### src/rtl/ip_tx_stream_arbiter_if.sv
// Valid/ready byte-stream bundle, LANES parallel lanes of DATA_WIDTH each.
// Latency: none (wires only).
// Backpressure: tready flows from slave to master, per lane.
// Ports (modports):
//   master : drives tdata/tvalid/tlast, samples tready
//   slave  : samples tdata/tvalid/tlast, drives tready
interface ip_tx_stream_arbiter_if #(
  parameter int LANES      = 1,
  parameter int DATA_WIDTH = 8
);
  logic [LANES*DATA_WIDTH-1:0] tdata;
  logic [LANES-1:0]            tvalid;
  logic [LANES-1:0]            tlast;
  logic [LANES-1:0]            tready;

  modport master (output tdata, output tvalid, output tlast, input tready);
  modport slave  (input tdata, input tvalid, input tlast, output tready);
endinterface

### src/rtl/ip_tx_stream_arbiter.sv
// Packet-granular round-robin arbiter with a stall watchdog onto one TX byte path.
// Latency: one bubble cycle per packet for arbitration, then combinational passthrough.
// Backpressure: m.tready is forwarded to the granted port only; flushing ports are drained.
// Ports:
//   clk, reset_n     clock and asynchronous active-low reset
//   s (slave)        N_PORTS producer lanes, lane i at tdata[i*DATA_WIDTH +: DATA_WIDTH]
//   m (master)       single arbitrated lane towards the TX FIFO
//   m_tuser          1 on the terminating beat of an aborted packet
//   grant            one-hot current owner, zero while idle
//   abort            one-cycle pulse when the watchdog fires
module ip_tx_stream_arbiter #(
  parameter int N_PORTS    = 2,
  parameter int DATA_WIDTH = 8,
  parameter int TIMEOUT    = 1024
) (
  input  logic                   clk,
  input  logic                   reset_n,
  ip_tx_stream_arbiter_if.slave  s,
  ip_tx_stream_arbiter_if.master m,
  output logic                   m_tuser,
  output logic [N_PORTS-1:0]     grant,
  output logic                   abort
);

  localparam int PW = $clog2(N_PORTS);
  localparam int CW = (TIMEOUT > 1) ? $clog2(TIMEOUT) : 1;
  localparam logic [CW-1:0] WD_LAST = CW'((TIMEOUT > 0) ? TIMEOUT - 1 : 0);

  typedef enum logic [1:0] {ST_IDLE, ST_PASS, ST_ABORT} state_t;

  state_t               state, state_nxt;
  logic [PW-1:0]        ptr, ptr_nxt;
  logic [PW-1:0]        gidx, gidx_nxt;
  logic [N_PORTS-1:0]   flush, flush_nxt;
  logic [N_PORTS-1:0]   grant_nxt;
  logic [CW-1:0]        cnt, cnt_nxt;
  logic [N_PORTS-1:0]   cand;
  logic                 pick_vld;
  logic [PW-1:0]        pick_idx;
  logic [PW-1:0]        rr_sel;

  always_ff @(posedge clk or negedge reset_n) begin
    if (!reset_n) begin
      state <= ST_IDLE;
      ptr   <= PW'(N_PORTS - 1);
      gidx  <= '0;
      flush <= '0;
      grant <= '0;
      cnt   <= '0;
    end else begin
      state <= state_nxt;
      ptr   <= ptr_nxt;
      gidx  <= gidx_nxt;
      flush <= flush_nxt;
      grant <= grant_nxt;
      cnt   <= cnt_nxt;
    end
  end

  always_comb begin
    state_nxt = state;
    ptr_nxt   = ptr;
    gidx_nxt  = gidx;
    flush_nxt = flush;
    grant_nxt = grant;
    cnt_nxt   = cnt;
    s.tready  = '0;
    m.tdata   = '0;
    m.tvalid  = 1'b0;
    m.tlast   = 1'b0;
    m_tuser   = 1'b0;
    abort     = 1'b0;

    // Round-robin search starting one past the last owner.
    cand     = s.tvalid & ~flush;
    pick_vld = 1'b0;
    pick_idx = '0;
    rr_sel   = '0;
    for (int k = 1; k <= N_PORTS; k++) begin
      rr_sel = PW'((int'(ptr) + k) % N_PORTS);
      if (!pick_vld && cand[rr_sel]) begin
        pick_vld = 1'b1;
        pick_idx = rr_sel;
      end
    end

    // Drain the remainder of an aborted packet; the owner is never drained,
    // which keeps it stalled while the abort beat is still outstanding.
    for (int i = 0; i < N_PORTS; i++) begin
      if (flush[i] && !grant[i]) begin
        s.tready[i] = 1'b1;
        if (s.tvalid[i] && s.tlast[i]) flush_nxt[i] = 1'b0;
      end
    end

    unique case (state)
      ST_IDLE: begin
        if (pick_vld) begin
          grant_nxt           = '0;
          grant_nxt[pick_idx] = 1'b1;
          gidx_nxt            = pick_idx;
          cnt_nxt             = '0;
          state_nxt           = ST_PASS;
        end
      end

      ST_PASS: begin
        m.tdata        = s.tdata[int'(gidx)*DATA_WIDTH +: DATA_WIDTH];
        m.tvalid       = s.tvalid[gidx];
        m.tlast        = s.tlast[gidx];
        s.tready[gidx] = m.tready;
        if (s.tvalid[gidx] && m.tready) begin
          cnt_nxt = '0;
          if (s.tlast[gidx]) begin
            ptr_nxt   = gidx;
            grant_nxt = '0;
            state_nxt = ST_IDLE;
          end
        end else if (!s.tvalid[gidx] && TIMEOUT != 0) begin
          // Only producer silence counts; a downstream stall keeps valid high.
          if (cnt == WD_LAST) begin
            abort           = 1'b1;
            flush_nxt[gidx] = 1'b1;
            state_nxt       = ST_ABORT;
          end else begin
            cnt_nxt = cnt + 1'b1;
          end
        end
      end

      ST_ABORT: begin
        m.tvalid = 1'b1;
        m.tlast  = 1'b1;
        m_tuser  = 1'b1;
        if (m.tready) begin
          ptr_nxt   = gidx;
          grant_nxt = '0;
          state_nxt = ST_IDLE;
        end
      end

      default: state_nxt = ST_IDLE;
    endcase
  end

endmodule

### src/flat_wrapper.sv
// flat-port wrapper written by rule: the top's interface ports become plain ports
module ip_tx_stream_arbiter_flat 
#(
  parameter int N_PORTS    = 2,
  parameter int DATA_WIDTH = 8,
  parameter int TIMEOUT    = 1024
)
  (clk, reset_n, m_tuser, grant, abort, s_tdata, s_tvalid, s_tlast, s_tready, m_tdata, m_tvalid, m_tlast, m_tready);
  ip_tx_stream_arbiter_if #(.LANES(2), .DATA_WIDTH(DATA_WIDTH)) s_i ();
  ip_tx_stream_arbiter_if #(.LANES(1), .DATA_WIDTH(DATA_WIDTH)) m_i ();
  input  logic clk;
  input  logic reset_n;
  output logic m_tuser;
  output logic [N_PORTS-1:0] grant;
  output logic abort;
  input wire logic [$bits(s_i.tdata)-1:0] s_tdata;
  input wire logic [$bits(s_i.tvalid)-1:0] s_tvalid;
  input wire logic [$bits(s_i.tlast)-1:0] s_tlast;
  output wire logic [$bits(s_i.tready)-1:0] s_tready;
  output wire logic [$bits(m_i.tdata)-1:0] m_tdata;
  output wire logic [$bits(m_i.tvalid)-1:0] m_tvalid;
  output wire logic [$bits(m_i.tlast)-1:0] m_tlast;
  input wire logic [$bits(m_i.tready)-1:0] m_tready;
  assign s_i.tdata = s_tdata;
  assign s_i.tvalid = s_tvalid;
  assign s_i.tlast = s_tlast;
  assign s_tready = s_i.tready;
  assign m_tdata = m_i.tdata;
  assign m_tvalid = m_i.tvalid;
  assign m_tlast = m_i.tlast;
  assign m_i.tready = m_tready;
  ip_tx_stream_arbiter #(.N_PORTS(N_PORTS), .DATA_WIDTH(DATA_WIDTH), .TIMEOUT(TIMEOUT)) u_core (.clk(clk), .reset_n(reset_n), .s(s_i), .m(m_i), .m_tuser(m_tuser), .grant(grant), .abort(abort));
endmodule
### config.mk
export PLATFORM = sky130hd
export DESIGN_NAME = ip_tx_stream_arbiter_flat
export DESIGN_NICKNAME = d
export VERILOG_FILES = /design/src/rtl/ip_tx_stream_arbiter_if.sv /design/src/rtl/ip_tx_stream_arbiter.sv /design/src/flat_wrapper.sv
export SDC_FILE = /design/constraint.sdc
export NUM_CORES = 1
export LEC_CHECK = 0
export ABC_AREA = 1
export ABC_CLOCK_PERIOD_IN_PS = 1700
export CAP_MARGIN = 0
export CORE_MARGIN = 2
export CORE_UTILIZATION = 44
export DETAILED_ROUTE_END_ITERATION = 16
export PLACE_DENSITY = 0.82
export SLEW_MARGIN = 5
export SYNTH_ARGS = -nofsm -noshare
export SYNTH_HDL_FRONTEND = slang
export SYNTH_SLANG_ARGS = --single-unit
### constraint.sdc
create_clock -name clk -period 1.7 [get_ports clk]
set_clock_uncertainty 0.2 [all_clocks]
set_input_delay 0.17 -clock clk [delete_from_list [all_inputs] [get_ports clk]]
set_output_delay 0.17 -clock clk [all_outputs]
set_load 0.02 [all_outputs]
# Word level (Yosys, flattened, before mapping)
# Index checks and enable logic that the tools add are counted.
# classes
addsub	3
multipliers	0
n_div	0
magnitude_cmp	6
n_eq_ne	11
n_shift	1
n_mux	55
bitwise_logic	3
n_reduce_logical	20
# op_table
op	count
two-way mux 10 bit	4
two-way mux 1 bit	28
two-way mux 2 bit	13
case mux 10 bit (2 select lines)	1
indexed part select 16 x 5 -> 8 bit	1
case mux 2 bit (3 select lines)	2
adder 10 x 1 -> 10 bit, second input constant	1
equality test 10 bit, second input constant	1
AND reduction 5 bit	2
logical AND 1 bit	8
less-than comparator 1 x 2 -> 1 bit, second input constant	4
two-way mux 8 bit	1
AND reduction 4 bit	2
inequality test 2 x 1 -> 1 bit, second input constant	3
inequality test 3 x 2 -> 1 bit, second input constant	2
case mux 1 bit (2 select lines)	3
nonzero test 2 bit	2
zero test 1 bit	3
inequality test 3 x 1 -> 1 bit, second input constant	1
inequality test 3 bit, second input constant	1
nonzero test 3 bit	1
adder 1 bit, second input constant	2
bitwise AND 2 bit	1
bitwise mux 2 bit	1
9 further kinds	11
# word_totals
reg_bits	18
latchBits	0
mem_bits_rw	0
romBits	0
in_bits	23
output_inout_bits	16
mem_count	0

# Logic depth before layout (Yosys ltp)
# depth
depth_word	14
ltp_mapped	11
mapped_depth_nobuf	10

# Least setup slack after synthesis
# No wires, ideal clock.
# synth_path
path_kind	flip-flop to output port
startpoint	reg u_core.state[1]
endpoint	out s_tready[1]
arrival_time_ns	1.564
required_time_ns	1.330
setup_slack_ns	-0.234
path_stages_with_launch	7
cell_sequence	dfrtp_1 > inv_1 > ha_1 > buf_4 > nand2_1 > clkinv_1 > o31ai_1
# synth_via
elab_chain_len	2
# synth_lines
item	line_no	source
from (decl)	ip_tx_stream_arbiter.sv:31	state_t state, state_nxt;
from (signal assigned)	ip_tx_stream_arbiter.sv:51	state <= state_nxt;
equality test 2 x 1 -> 1 bit	ip_tx_stream_arbiter.sv:96	unique case (state)
two-way mux 2 bit	ip_tx_stream_arbiter.sv:96	
to (decl)	flat_wrapper.sv:19	output wire logic [$bits(s_i.tready)-1:0] s_tready;
# Every way passes these cells.

# Worst setup path in the final report
# layout_path
startpoint	reg u_core.state[1]
endpoint	reg u_core.cnt[5]
# layout_via
elab_chain_len	3
word_cells_on_any_way	8
cone_classes	eq/ne (4); mux (1); reduce/logical (3)
# layout_lines
item	line_no	source
equality test 2 x 1 -> 1 bit / zero test 2 bit (equally long branches)	ip_tx_stream_arbiter.sv:96	
inequality test 3 x 2 -> 1 bit (no source line) (tied with other cells)	-	
AND reduction 4 bit (no source line)	-	
to (signal assigned)	ip_tx_stream_arbiter.sv:56	cnt <= cnt_nxt;
to (decl)	ip_tx_stream_arbiter.sv:36	logic [CW-1:0] cnt, cnt_nxt;
# Parallel ways exist; a longest one is shown, timed or not.
# A chain may end at the register's enable or synchronous reset.

==> reports/results.ini <==
[run_status]
outcome=finished with violations
violations=negative setup slack

[global_route]
track_usage=0.257
grt_max_degree=19
antenna_found_initial=0
grt_pass1_wl_mm=7.95
grt_pass1_vias=1834
overflow=0

[logic_synthesis]
ys_seq_elements=18
netlist_area_sq_um=1500
synth.largest_area_cell=dfrtp_1
synth_top_cell_area_share=0.284
yosysWarningCount=0
synthDistinctLibCells=34
synth_compound_area_frac=0.0835
synth_nets=246
synth_top_family_by_area=simple AND/OR/NAND/NOR gates
synthXorXnorAreaFrac=0.00584
synth_cells=219
seq_area_frac_synth=0.301
synthMuxAreaShare=0
syn_avg_cell_area_sq_um=6.84
synth_adder_area_share=0.0334
synth-simple-area-share=0.482
synth_top_cells_by_area=dfrtp_1, nand2_1, nand3_1, inv_1, nor2_1

[sta]
fin_setup_tns_ns=-3.39
worst_slew_pin_slew_ns=0.243
fin_hold_ws_ns=0.296
rsz0062_at_grt=yes
worst_slack_ns=-0.165
relSlewSlack=0.838
setup_viol=27
hold_viol_final=0
max_freq_mhz=536
finalCriticalPeriod_ns=1.86
finalCritPeriodShare=1.10
slew_violations=0

[routing]
avgRoutedWirePerCell_microns=13.5
drtIter0Drc=68
vias=1784
drc=0
ant_nets=0
first_pass_iters=4
drt_wl_total_mm=4.91
viasPerCell=4.91

[setup_path]
path_cells=inv_2, ha_4, buf_6, buf_6, buf_12, nand2_8, nor2_8, nor2_8, buf_12, nand2_1, nand2_1
arrival_ns=1.92
crit_family=buffers and inverters
cp.required_ns=1.75
critPathMaxFanout=8
max_stage_delay_ns=0.39
critPathBufInv=5
path_class=reg2reg
endpoint_kind=flip-flop
critPathSlowestCell=dfrtp_1
startpoint_type=flip-flop

[hold_path]
hp-class=reg2reg

[placed_design]
dp_hpwl_mm=3.56
dp_cells=351
dpl-instance-area_sq_um=2350
gp_congestion=0.828
dpl_worst_slack_ns=-0.350
numPortBuffers=38

[layout]
final_util=0.797
finalInstanceArea_sq_um=2640
fin_cells=363
drive_gt1_frac=0.423
antenna_cells=0
area_growth_pct=76.0
nNetsFinal=345

[cts]
clk_pin_slew_ns=0.11
cts_max_level=1
cts_tree=yes
clock_latency_ns=0.30
clock_sinks=18
cts-buffers-inserted=3
root_buffer=clkbuf_4
cts_max_path_buffers=2

[floorplan]
coreArea_sq_um=3310
initial_core_util=0.453
die_h_microns=62.4
rows=21
die_x_microns=62.4
boundaryPins=39
dieArea_sq_um=3890

[flow_run]
drv_cap=0

[pwr]
power_density_nw_per_um2=1470
ir_worst_vdd_mv=1.11
p_leak_nw=1.34
power_mw=3.89

==> worst min-delay path, stage by stage, from the launching register on <==
cell and delay, ns:
dfstp_2 0.39, nand2_2 0.07, o21ai_2 0.05
==> registers in the layout, indices dropped and copies added, names as in the netlist <==
register,cells
u_core.cnt,10
u_core.flush,2
u_core.gidx,1
u_core.grant,2
u_core.ptr,1
u_core.state,2
==> metal layers <==
| metal | GRT usage | vias to the layer above | part of all wire |
|---|---|---|---|
| met5 | 0 | - | 0 |
| met4 | 0.0778 | 0 | 0.016 |
| met3 | 0.0326 | 9 | 0.033 |
| met2 | 0.500 | 53 | 0.55 |
| met1 | 0.289 | 827 | 0.40 |
| li1 | - | 895 | - |
==> power by group <==
part	internal (mW)	switching (mW)
registers	0.521	0.0717
clock network	0.131	0.143
logic	1.43	1.59
==> cell usage after synthesis, drive strengths merged <==
master / count
nand3: 33
o21a: 1
a21o: 1
clkbuf: 1
nor3b: 1
xnor2: 1
nand3b: 1
nand2: 85
nand4: 2
ha: 4
a21oi: 2
nor3: 1
o31ai: 2
o21ai: 12
clkinv: 1
nor2: 22
dfstp: 1
buf: 3
o22ai: 1
inv: 27
dfrtp: 17
==> cell usage in the layout (no fill, tap or decap), drive strengths merged, types with 2 or more instances in the layout <==
cell and count:
inv 27, dfrtp 17, o21ai 12, nand2 85, nand4 2, clkbuf 4
dlygate4sd2 2, clkdlybuf4s50 22, ha 4, nand3 33, o31ai 2, buf 73
a21oi 2, nor2 22
==> layout make-up <==
cell class              count  area, sq um
multi-input cells         169         1070
repair buffers             98          903
fillers                   225          672
flip-flops and latches     18          452
inverters                  28          118
well taps                  46         57.6
clock buffers               4         36.3
==> final timing paths <==
kind                            startpoint            end  slack [ns]  cells after the start
max in group asynchronous          reset_n     u_core.ptr        0.51                      3
hold reg to reg                 u_core.ptr     u_core.ptr        0.30                      2
min in group asynchronous          reset_n  u_core.cnt[0]        0.53                      3
setup / recovery           u_core.state[1]  u_core.cnt[5]       -0.16                     11
setup reg to reg           u_core.state[1]  u_core.cnt[5]       -0.16                     11
hold / removal                  u_core.ptr     u_core.ptr        0.30                      2
==> logic make-up (layout without fill, tap and decap cells) <==
kind of cell / Yosys count / count (layout)
AND/OR/NAND/NOR: 145 / 145
AO/OA/AOI/OAI: 19 / 19
XOR/XNOR: 1 / 1
buffers and inverters: 32 / 130
flip-flops: 18 / 18
adder cells (fa/ha/maj): 4 / 4
==> timing repair <==
action,CTS,global route
gates resized for setup,109,27
gates cloned,1,0
setup buffers,2,4
hold endpoints to repair,17,0
setup endpoints to repair,31,29
hold buffers,1,0
pin swaps,10,19
(Power assumes the default switching activity.)
